--- src/rtl/ex_mem_wb_pipe_pkg.sv ---
// ---------------------------------------------------------------------------
// ex_mem_wb_pipe_pkg
// Shared constants for the EX/MEM and MEM/WB pipeline register slice.
//   DEF_DATA_W     : default datapath width (ALU result / memory data)
//   DEF_REG_ADDR_W : default register index width
//   DEF_CNT_W      : default bubble counter width
//   X0_IDX         : index of the hard-wired zero register
// ---------------------------------------------------------------------------
package ex_mem_wb_pipe_pkg;

    localparam int DEF_DATA_W     = 64;
    localparam int DEF_REG_ADDR_W = 5;
    localparam int DEF_CNT_W      = 32;
    localparam int X0_IDX         = 0;

endpackage : ex_mem_wb_pipe_pkg

--- src/rtl/ex_mem_wb_pipe_stage_reg.sv ---
// ---------------------------------------------------------------------------
// pipe_stage_reg
// Generic pipeline stage register.
//   clk    : core clock
//   arst_n : asynchronous active-low reset, clears q
//   en     : load d into q on the rising edge
//   clr    : synchronous clear to zero (wins over en)
//   d      : next stage contents
//   q      : registered stage contents
// ---------------------------------------------------------------------------
module pipe_stage_reg #(
    parameter int W = 1
) (
    input  logic         clk,
    input  logic         arst_n,
    input  logic         en,
    input  logic         clr,
    input  logic [W-1:0] d,
    output logic [W-1:0] q
);

    // NOTE: sequential state uses non-blocking assignments so every register
    // samples the pre-edge values of its neighbours, independent of block order.
    always_ff @(posedge clk or negedge arst_n) begin
        if (!arst_n) begin
            q <= '0;
        end else if (clr) begin
            q <= '0;
        end else if (en) begin
            q <= d;
        end
    end

endmodule : pipe_stage_reg

--- src/rtl/ex_mem_wb_pipe.sv ---
// ---------------------------------------------------------------------------
// ex_mem_wb_pipe
// EX/MEM and MEM/WB pipeline registers, forwarding sources, load-use hazard
// detection and a saturating count of bubbles entering MEM/WB.
//   clk, arst_n            : clock, asynchronous active-low reset
//   stall                  : hold both stages
//   flush_ex_mem           : load a bubble into EX/MEM (wins over stall there)
//   ex_*                   : EX-stage instruction fields
//   mem_rdata              : data memory read data during MEM
//   id_rs1, id_rs2         : ID-stage source registers for hazard check
//   bubble_cnt_clr         : synchronous clear of bubble_cnt
//   *_EX_MEM               : EX/MEM stage outputs (forwarding source)
//   *_MEM_WB               : MEM/WB stage outputs (register file write port)
//   load_use_stall         : ID must stall one cycle
//   bubble_cnt             : saturating count of bubbles entering MEM/WB
// ---------------------------------------------------------------------------
module ex_mem_wb_pipe
    import ex_mem_wb_pipe_pkg::*;
#(
    parameter int DATA_W     = DEF_DATA_W,
    parameter int REG_ADDR_W = DEF_REG_ADDR_W,
    parameter int CNT_W      = DEF_CNT_W
) (
    input  logic                  clk,
    input  logic                  arst_n,
    input  logic                  stall,
    input  logic                  flush_ex_mem,
    input  logic                  ex_valid,
    input  logic [REG_ADDR_W-1:0] ex_rd,
    input  logic                  ex_reg_write,
    input  logic                  ex_mem_read,
    input  logic                  ex_mem_2_reg,
    input  logic [DATA_W-1:0]     ex_alu_result,
    input  logic [DATA_W-1:0]     mem_rdata,
    input  logic [REG_ADDR_W-1:0] id_rs1,
    input  logic [REG_ADDR_W-1:0] id_rs2,
    input  logic                  bubble_cnt_clr,
    output logic                  reg_write_EX_MEM,
    output logic [REG_ADDR_W-1:0] RegisterRD_EX_MEM,
    output logic [DATA_W-1:0]     alu_result_EX_MEM,
    output logic                  mem_read_EX_MEM,
    output logic                  reg_write_MEM_WB,
    output logic [REG_ADDR_W-1:0] RegisterRD_MEM_WB,
    output logic [DATA_W-1:0]     wb_data_MEM_WB,
    output logic                  load_use_stall,
    output logic [CNT_W-1:0]      bubble_cnt
);

    localparam int EXM_W = 4 + REG_ADDR_W + DATA_W;
    localparam int MWB_W = 1 + REG_ADDR_W + DATA_W;

    logic                  ex_rd_nz;
    logic                  ex_mem_valid;
    logic                  ex_mem_2_reg_q;
    logic [EXM_W-1:0]      ex_mem_d;
    logic [EXM_W-1:0]      ex_mem_q;
    logic [MWB_W-1:0]      mem_wb_d;
    logic [MWB_W-1:0]      mem_wb_q;
    logic [DATA_W-1:0]     wb_sel;

    // x0 is never reported as a destination, so it is never forwarded.
    assign ex_rd_nz = (ex_rd != REG_ADDR_W'(X0_IDX));

    // ---------------- EX/MEM ----------------
    assign ex_mem_d = {ex_valid,
                       ex_reg_write & ex_valid & ex_rd_nz,
                       ex_mem_read  & ex_valid & ex_rd_nz,
                       ex_mem_2_reg,
                       ex_rd,
                       ex_alu_result};

    pipe_stage_reg #(.W(EXM_W)) u_ex_mem (
        .clk    (clk),
        .arst_n (arst_n),
        .en     (!stall),
        .clr    (flush_ex_mem),
        .d      (ex_mem_d),
        .q      (ex_mem_q)
    );

    assign {ex_mem_valid, reg_write_EX_MEM, mem_read_EX_MEM, ex_mem_2_reg_q,
            RegisterRD_EX_MEM, alu_result_EX_MEM} = ex_mem_q;

    // ---------------- MEM/WB ----------------
    // Flush never reaches this stage; only stall holds it.
    assign wb_sel   = ex_mem_2_reg_q ? mem_rdata : alu_result_EX_MEM;
    assign mem_wb_d = {reg_write_EX_MEM, RegisterRD_EX_MEM, wb_sel};

    pipe_stage_reg #(.W(MWB_W)) u_mem_wb (
        .clk    (clk),
        .arst_n (arst_n),
        .en     (!stall),
        .clr    (1'b0),
        .d      (mem_wb_d),
        .q      (mem_wb_q)
    );

    assign {reg_write_MEM_WB, RegisterRD_MEM_WB, wb_data_MEM_WB} = mem_wb_q;

    // ---------------- load-use hazard ----------------
    // NOTE: every combinational output gets a default first so no path
    // through the block can leave it unassigned and infer a latch.
    always_comb begin
        load_use_stall = 1'b0;
        if (ex_valid && ex_mem_read && ex_rd_nz &&
            ((ex_rd == id_rs1) || (ex_rd == id_rs2))) begin
            load_use_stall = 1'b1;
        end
    end

    // ---------------- bubble counter ----------------
    // A bubble is counted on the edge where an invalid EX/MEM entry moves
    // into MEM/WB; it sticks at all-ones instead of wrapping.
    always_ff @(posedge clk or negedge arst_n) begin
        if (!arst_n) begin
            bubble_cnt <= '0;
        end else if (bubble_cnt_clr) begin
            bubble_cnt <= '0;
        end else if (!stall && !ex_mem_valid && (bubble_cnt != '1)) begin
            bubble_cnt <= bubble_cnt + 1'b1;
        end
    end

endmodule : ex_mem_wb_pipe

--- config.mk ---
export PLATFORM = sky130hd
export DESIGN_NAME = ex_mem_wb_pipe
export DESIGN_NICKNAME = d
export VERILOG_FILES = /design/src/rtl/ex_mem_wb_pipe_pkg.sv /design/src/rtl/ex_mem_wb_pipe_stage_reg.sv /design/src/rtl/ex_mem_wb_pipe.sv
export SDC_FILE = /design/constraint.sdc
export NUM_CORES = 1
export LEC_CHECK = 0
export CORE_MARGIN = 2
export CORE_UTILIZATION = 48
export CTS_CLUSTER_DIAMETER = 120
export CTS_CLUSTER_SIZE = 10
export DETAILED_ROUTE_END_ITERATION = 8
export GPL_TIMING_DRIVEN = 0
export PLACE_DENSITY = 0.94
export RECOVER_POWER = 50
export SKIP_CTS_REPAIR_TIMING = 1
export SLEW_MARGIN = 20
export SYNTH_ARGS = -nofsm -noshare
export SYNTH_HDL_FRONTEND = slang
export SYNTH_SLANG_ARGS = --single-unit
--- constraint.sdc ---
create_clock -name clk -period 6.2 [get_ports clk]
set_input_delay 1.24 -clock clk [delete_from_list [all_inputs] [get_ports clk]]
set_output_delay 1.24 -clock clk [all_outputs]
set_load 0.1 [all_outputs]
Word level (Yosys, flattened, before mapping)
Index checks and enable logic that the tools add are counted.
Cells by class
  reductions and logical operators: 10
  muxes and demuxes: 6
  add/sub/neg operators: 1
  bitwise operators: 4
  equality and inequality tests: 4
Operator list (number)
  73-bit two-way mux: 2
  32-bit two-way mux: 2
  64-bit two-way mux: 1
  32-bit by 1-bit adder with 32-bit output, second input constant: 1
  32-bit != test, second input constant: 1
  5-bit == test: 2
  1-bit logical AND: 5
  5-bit nonzero test: 1
  1-bit bitwise AND: 4
  1-bit zero test: 2
  2-bit by 1-bit != test with 1-bit output, second input constant: 1
  2-bit nonzero test: 1
  1-bit logical OR: 1
  1-bit two-way mux: 1
Word-level totals
  logic and storage cells: 28
  input port bits: 152
  flip-flop bits (word level): 175
  output and inout bits: 174

Longest topological paths before layout
Gate-level depths: netlist of the first run.
  depth after elaboration: 5
  gate-level depth with buffers: 8
  gate-level depth less buffers: 6

By module
Synthesis of the first run repeated with hierarchy kept, for this count alone.
Second synthesis, totals
  cells, all modules: 759
  area total of the unflattened synthesis: 8619.5 µm²
By module, submodules not included
  pipe_stage_reg at u_ex_mem: seq. area each 1826.8 µm², area an instance 3022.9 µm², cells an instance 235, times used 1
  pipe_stage_reg at u_mem_wb: seq. area each 1751.7 µm², area an instance 2862.7 µm², cells an instance 226, times used 1
  ex_mem_wb_pipe: seq. area each 800.8 µm², area an instance 2733.9 µm², cells an instance 298, times used 1

Worst setup path after synthesis of the first run
OpenSTA, ideal clock, no wires.
  path kind: in2out
  start: input port ex_rd[4]
  end: output port load_use_stall
  stages on the path: 5
  required time: 4.960 ns
  arrival time: 3.903 ns
  path slack: 1.057 ns
  cells stage by stage: xnor2_1 > nand3_1 > nor3_1 > a31oi_1 > nor3b_1
Between the ends
  longest elaborated chain between the ends: 4
  elaborated cells between the ends (all ways): 7
  classes of those cells: eq/ne (2); mux (1); reduce/logical (4)
RTL lines
  from (decl): RTL line ex_mem_wb_pipe.sv:29  | input logic [REG_ADDR_W-1:0] ex_rd,
  5-bit == test / 5-bit nonzero test (equally long branches): RTL line ex_mem_wb_pipe.sv:106, ex_mem_wb_pipe.sv:62
  1-bit logical OR / 1-bit logical AND (equally long branches): RTL line ex_mem_wb_pipe.sv:106, ex_mem_wb_pipe.sv:105
  1-bit logical AND (*): RTL line ex_mem_wb_pipe.sv:105  | if (ex_valid && ex_mem_read && ex_rd_nz &&
  1-bit two-way mux (*): RTL line ex_mem_wb_pipe.sv:105
  to (decl): RTL line ex_mem_wb_pipe.sv:45  | output logic load_use_stall,
Mark *: on every way between the ends. The rest lies on a longest branch, timed or not.

Worst setup path in the final report of the first run
Ends and elaborated chain as after synthesis.

==> impl_results.md, run 1 <==
- Outcome: finished, final reports clean
- Post-synth top area cell: dfrtp_1
- Number of global-route vias before repair: 7,628
- Initial antenna violation count: 1
- Slew of the pin with the lowest slew margin: 1.070 ns
- Ys Warns: 0
- Placed Cells: between 1,000 and 1,500
- Post-DRT Antenna Nets: 0
- Max Cap Violations: 0
- Largest net degree at the start of global routing: 93
- Fin cells: 1,388
- Detailed Route WL: 26,880 um
- Synthesized Nets: approximately 960
- Core ar.: 0.01730 mm2
- Die H: 136.9 um
- Max Slew Vio Count: 0
- Share of cells above drive strength 1: just over 10%
- Post-DP HPWL: 19,980 um
- # fillers: approximately 1,200
- Buffers added on ports: 324
- Number of synthesized flops with an enable pin: 0
- Clock Path Buffers: 2
- Hold Vio Cnt, Final: 0
- DRT iter0 DRCs: 422
- Post-Syn Instances: 806
- Avg WL per Cell: 19.37 um
- H-tree depth: 4
- Die Wd: 136.9 um
- Area occupied by multi-input gates: 0.003324 mm2
- Netlist Area Pre-Place: 0.008476 mm2
- Setup Crit Path Kind: input pin to primary output
- CTS Root Buffer Type: clkbuf_16
- CP endpoint kind: primary output
- Pwr Density: 271.4 mW/mm2
- RSZ-0062 raised after global routing: no
- FP Rows: 48
- Via density per instance: 5.400
- GR Overflow Total: 0
- Seq. cell area: 0.004379 mm2
- Sink Count: 175
- Crit path required time: 4.96 ns
- Most common cell after layout, fill and taps aside: clkdlybuf4s50_1
- Post-synthesis sequential area ratio: about half
- Worst hold path type: flop to flop
- Ports: approximately 330
- Clock transition at path regs: 0.06 ns
- Minimum clock period: 4.953 ns
- Leakage: 0.005490 uW
- Commonest non-fill, non-tap cells in the layout: clkdlybuf4s50_1 (295), dfrtp_1 (175), mux2i_1 (136)
- First-pass iteration count of the detailed router: 5
- Global-route wire length before repair: 40,850 um
- Avg Inst Size Synth: 10.52 um2
- GRT Util Overall: 28.61%
- Peak supply drop: 185.9 uV
- Cts bufs inserted: 17
- Yosys reg bits: ~180
- Dominant synthesized flop cell: dfrtp_1
- Worst setup SP type: input pin
- CTS tree: built
- Yosys cell types: 41
- Worst-Skew Late Latency: between 0.4 and 0.5 ns
- Fin nets: roughly 1,300
- Minimum hold slack: 0.4806 ns
- Final Cycle Share: 79.89%
- Yosys top cell area share: 51.67%
- Max-slew headroom: 28.43%
- Global placement routability congestion: 0.8592
- Setup skew after layout: 0.006278 ns
- Synth area leaders: dfrtp_1 (52%), mux2i_1 (16%), buf_4 (6.1%)
- Fmax: between 0.2 and 0.25 GHz
- CP max FO: 4
- Worst Path Arrival: 3.71 ns
- Initial Utilization: slightly below 50%
- Final setup viols: 0
- Die ar.: ~0.019 mm2
- Ys async rst share: 100.0%
- Post-route DRC: 0
- Synth-to-Final Area Change: 48.49%
- Vias: 7,495
per-layer routing:
layer | track usage (%) | wire (um) | up-vias
met5 | 0 | 0 | -
met4 | 14.38 | 1250 | 0
met3 | 7.778 | 2248 | 79
met2 | 49.11 | 13520 | 323
met1 | 32.87 | 9862 | 3656
li1 | - | - | 3437
logic make-up (layout without fill, tap and decap cells):
logic type      Yosys count  in the layout  synth area share, %
mux                     142            142                16.86
compound gates          125            125                8.252
flops                   175            175                51.67
fa+ha+maj                 1              1               0.1476
other cells               0              1                    0
buf+inv                 121            477                8.754
xor+xnor                 14             14                1.447
simple gates            228            228                12.87
Yosys cell counts (6+ instances only):
master    instances
o21ai_0          70
a21oi_1          28
or4_1            18
xnor2_1           6
buf_4            69
or3_1            10
o31ai_1          17
buf_2             8
nand2_1          77
clkbuf_1         31
dfrtp_1         175
buf_1             7
mux2i_1         136
nand4_1           6
nand3_1           8
mux2_2            6
xor2_1            8
nor2_1           81
flip-flops by register name, indices dropped and copies added (netlist names):
register / count
u_mem_wb.q: 70
u_ex_mem.q: 73
bubble_cnt: 32
critical path, cell delays in order:
cell             delay, ns
clkdlybuf4s50_1       0.57
xnor2_1               0.16
nand3_1               0.11
nor3_1                0.20
a31oi_1               0.06
nor3b_1               0.21
clkdlybuf4s50_1       1.17
final cells by class:
cell class | count | area share [%]
diodes | 1 | 0.01988
plain buffers | 117 | 5.617
clock buffers | 18 | 3.489
clock inverters | 13 | 1.282
inverters | 4 | 0.1193
multi-input cells | 510 | 26.41
flip-flops and latches | 175 | 34.79
well taps | 225 | 2.237
repair buffers | 325 | 26.03
per-stage QoR:
stage	util (%)	power, uW	setup WS, ns	TNS, ns	cell area [um2]
global route	72.76	3526	1.135	0	12590
detailed placement	69.57	2344	1.247	0	12030
CTS	73.04	3440	1.234	0	12630
finish	72.76	3416	1.247	0	12590
global placement	69.38	2326	-3.266	-569.07	12000
floorplan	-	2001	1.057	0	8476
worst paths after layout:
path | startpoint | end | slack, ns | depth (start not counted)
worst max-delay path | ex_rd[4] | load_use_stall | 1.25 | 7
worst min-delay path | u_mem_wb.q[11] | u_mem_wb.q[11] | 0.48 | 2
worst max register to register | bubble_cnt[0] | bubble_cnt[1] | 3.07 | 8
worst min register to register | u_mem_wb.q[11] | u_mem_wb.q[11] | 0.48 | 2
max in group asynchronous | arst_n | u_mem_wb.q[0] | 4.52 | 2
min in group asynchronous | arst_n | bubble_cnt[22] | 0.80 | 1
where the power goes:
part,internal [uW],switching [uW]
clock network,646,454
registers,1210,49.6
logic,302,750
(Power assumes the default switching activity.)
==> run 2: changes to the inputs <==
--- a/config.mk
+++ b/config.mk
@@ -6,12 +6,12 @@
 export NUM_CORES = 1
 export LEC_CHECK = 0
 export CORE_MARGIN = 2
-export CORE_UTILIZATION = 48
+export CORE_UTILIZATION = 40
 export CTS_CLUSTER_DIAMETER = 120
 export CTS_CLUSTER_SIZE = 10
 export DETAILED_ROUTE_END_ITERATION = 8
 export GPL_TIMING_DRIVEN = 0
-export PLACE_DENSITY = 0.94
+export PLACE_DENSITY = 0.84
 export RECOVER_POWER = 50
 export SKIP_CTS_REPAIR_TIMING = 1
 export SLEW_MARGIN = 20
==> constraint.sdc (replaced) <==
create_clock -name clk -period 4.4 [get_ports clk]
set_input_delay 0.88 -clock clk [delete_from_list [all_inputs] [get_ports clk]]
set_output_delay 0.88 -clock clk [all_outputs]
set_load 0.1 [all_outputs]
==> run 2 against run 1 <==
Effect of this change: the flow now finishes with violations (capacitance limit, slew limit); register-to-register slack lost 1.8 ns; clock-buffer cell count did not move; hold slack gained 0.0025 ns; setup slack worse by 1.1 ns; clock skew grew 0.0029 ns; first-iteration DRC count down 38%; die area increased by 19%; core utilization shrank 12 points.
==> impl_results.md, run 2 (synthesis results as in run 1) <==
- Die H: 149.6 um
- Seq pwr share: 36.5%
- Worst-Skew Late Latency: about 0.42 ns
- Global placement routability congestion: about 0.89
- Setup Crit Path Kind: input pin to primary output
- Buffers added on ports: ~320
- Buf+Inv Stages, Crit Path: 2
- Worst Path Arrival: between 3 and 4 ns
- Slew of the pin with the lowest slew margin: ~2.1 ns
- Comb pwr share: 30.1%
- Most flops, register: u_ex_mem.q
- Met3 global-route usage: 6.220%
- Final worst slack: 0.1436 ns
- RSZ-0062 raised after global routing: no
- Minimum hold slack: 0.4831 ns
- Max-slew headroom: -40.53%
- Final setup viols: 0
- Switching Share: 36.46%
- Global-route wire length before repair: around 40,000 um
- Outcome: finished with violations
- Sink Count: 175
- Worst hold path type: flop to flop
- Clock transition at path regs: 0.06 ns
- H-tree depth: 4
- Share of cells above drive strength 1: between 10% and 20%
- Post-DP HPWL: 19,690 um
- Detailed Route WL: 26,340 um
- CTS Root Buffer Type: clkbuf_16
- Biggest regs: u_ex_mem.q (73), u_mem_wb.q (70), bubble_cnt (32)
- Global route hottest layer: met2
- Fmax: 0.2349 GHz
- First-pass iteration count of the detailed router: 5
- Final Cycle Share: between 90% and 100%
- Max reg flops: 73
- Leakage: 0.005481 uW
- Hold Vio Cnt, Final: 0
- Peak supply drop: 257.5 uV
- Most frequent CP cell: clkdlybuf4s50_1
- Launching point of the worst reg2reg path: bubble_cnt[0]
- Die ar.: around 0.022 mm2
- Reg2reg setup slack: 1.28 ns
- Power Internal: 3097 uW
- Psw: 1777 uW
- Cell Area, Placed: roughly 0.012 mm2
- Minimum clock period: ~4.3 ns
- Synth-to-Final Area Change: 49.28%
- Post-Place Setup Slack: 0.1292 ns
- Setup skew after layout: 0.009177 ns
- Failing checks: capacitance limit, slew limit
- DRT iter0 DRCs: 261
- Critical Path End: load_use_stall
- GR Util met2: 40.57%
- FP Rows: 53
- Clock Path Buffers: 2
- Crit path launch: ex_rd[4]
- CP Cell Sequence: clkdlybuf4s50_1 > or4_1 > o21ai_0 > nor3b_2 > clkdlybuf4s50_1
- Clock power frac: 33.4%
- GR Layer Usage met1: 27.96%
- Placed Cells: 1,406
- Max Cap Violations: 1
- Max Slew Vio Count: 84
- Vias: 7,359
- Pwr Density: 385.2 mW/mm2
- Ports: 326
- Post-route DRC: 0
- RR Endpoint: bubble_cnt[1]
- Fin nets: roughly 1,300
- Most common cell after layout, fill and taps aside: clkdlybuf4s50_1
- CP max FO: 4
- Commonest non-fill, non-tap cells in the layout: clkdlybuf4s50_1 (296), dfrtp_1 (175), mux2i_1 (136)
- Crit path required time: 3.52 ns
- Cells on worst reg2reg path: 8
- Largest net degree at the start of global routing: 94
- Core ar.: 0.02089 mm2
- Diode count: 0
- Worst setup SP type: input pin
- Worst path top cell family by delay: buffers and inverters
- Slowest stage delay, CP: 0.98 ns
- CTS tree: built
- Die Wd: 149.6 um
- Via density per instance: 5.118
- WP depth: 5
- GR Overflow Total: 0
- Number of global-route vias before repair: ~7,300
- Post-DRT Antenna Nets: 0
- Setup TNS Final: 0 ns
- Cts bufs inserted: 17
- Fin cells: between 1,000 and 1,500
- GRT Util Overall: a little under a quarter
- Avg WL per Cell: about 18 um
- Initial antenna violation count: 0
- CP endpoint kind: primary output
- Crit-path slowest cell: clkdlybuf4s50_1
- Initial Utilization: 40.58%
- Final Cell Area: 0.01265 mm2
[run 2: stage by stage]
step / total power, uW / utilization (%)
finish: 4874 / 60.57
global placement: 3281 / 57.77
floorplan: 2820 / -
global route: 5049 / 60.57
CTS: 4935 / 60.95
detailed placement: 3302 / 57.93
[run 2: worst min path at each step]
stage / slack, ns / startpoint / cells after the start / endpoint
3_5_place_dp: 0.47 / u_mem_wb.q[15] / 2 / u_mem_wb.q[15]
6_report: 0.48 / u_mem_wb.q[11] / 2 / u_mem_wb.q[11]
3_3_place_gp: 0.47 / u_mem_wb.q[30] / 2 / u_mem_wb.q[30]
4_1_cts: 0.47 / arst_n / 1 / u_mem_wb.q[34]
2_1_floorplan: 0.50 / u_ex_mem.q[64] / 1 / u_mem_wb.q[64]
5_1_grt: 0.49 / u_mem_wb.q[37] / 2 / u_mem_wb.q[37]
[run 2: routing by layer]
metal | part of all wire [%] | wire length (um) | up-vias
met1 | 39 | 10260 | 3606
met3 | 7.8 | 2060 | 39
met2 | 51 | 13350 | 286
met5 | 0 | 0 | -
met4 | 2.5 | 668 | 0
li1 | - | - | 3428
[run 2: power groups by stage]
stage          Sequential (uW)  Combinational (uW)  Clock [uW]
6_report                  1780                1470        1630
5_1_grt                   1790                1530        1730
4_1_cts                   1780                1490        1660
3_5_place_dp              1810                1490           0
3_3_place_gp              1810                1470           0
2_1_floorplan             2280                 535           0
[run 2: tightest hold or removal path: stages (launching register included)]
cell	delay (ns)
dfrtp_1	0.34
nand2_1	0.05
o21ai_0	0.06
[run 2: layout make-up]
cell class / instances / area [um2]
buffer: 117 / 706.9
clock inverter: 14 / 202.7
sequential: 175 / 4379
timing repair buffer: 325 / 3246
clock buffer: 18 / 429.2
inverter: 4 / 15.01
multi-input combinational: 510 / 3329
fill: 1746 / 8237
tap: 275 / 344.1
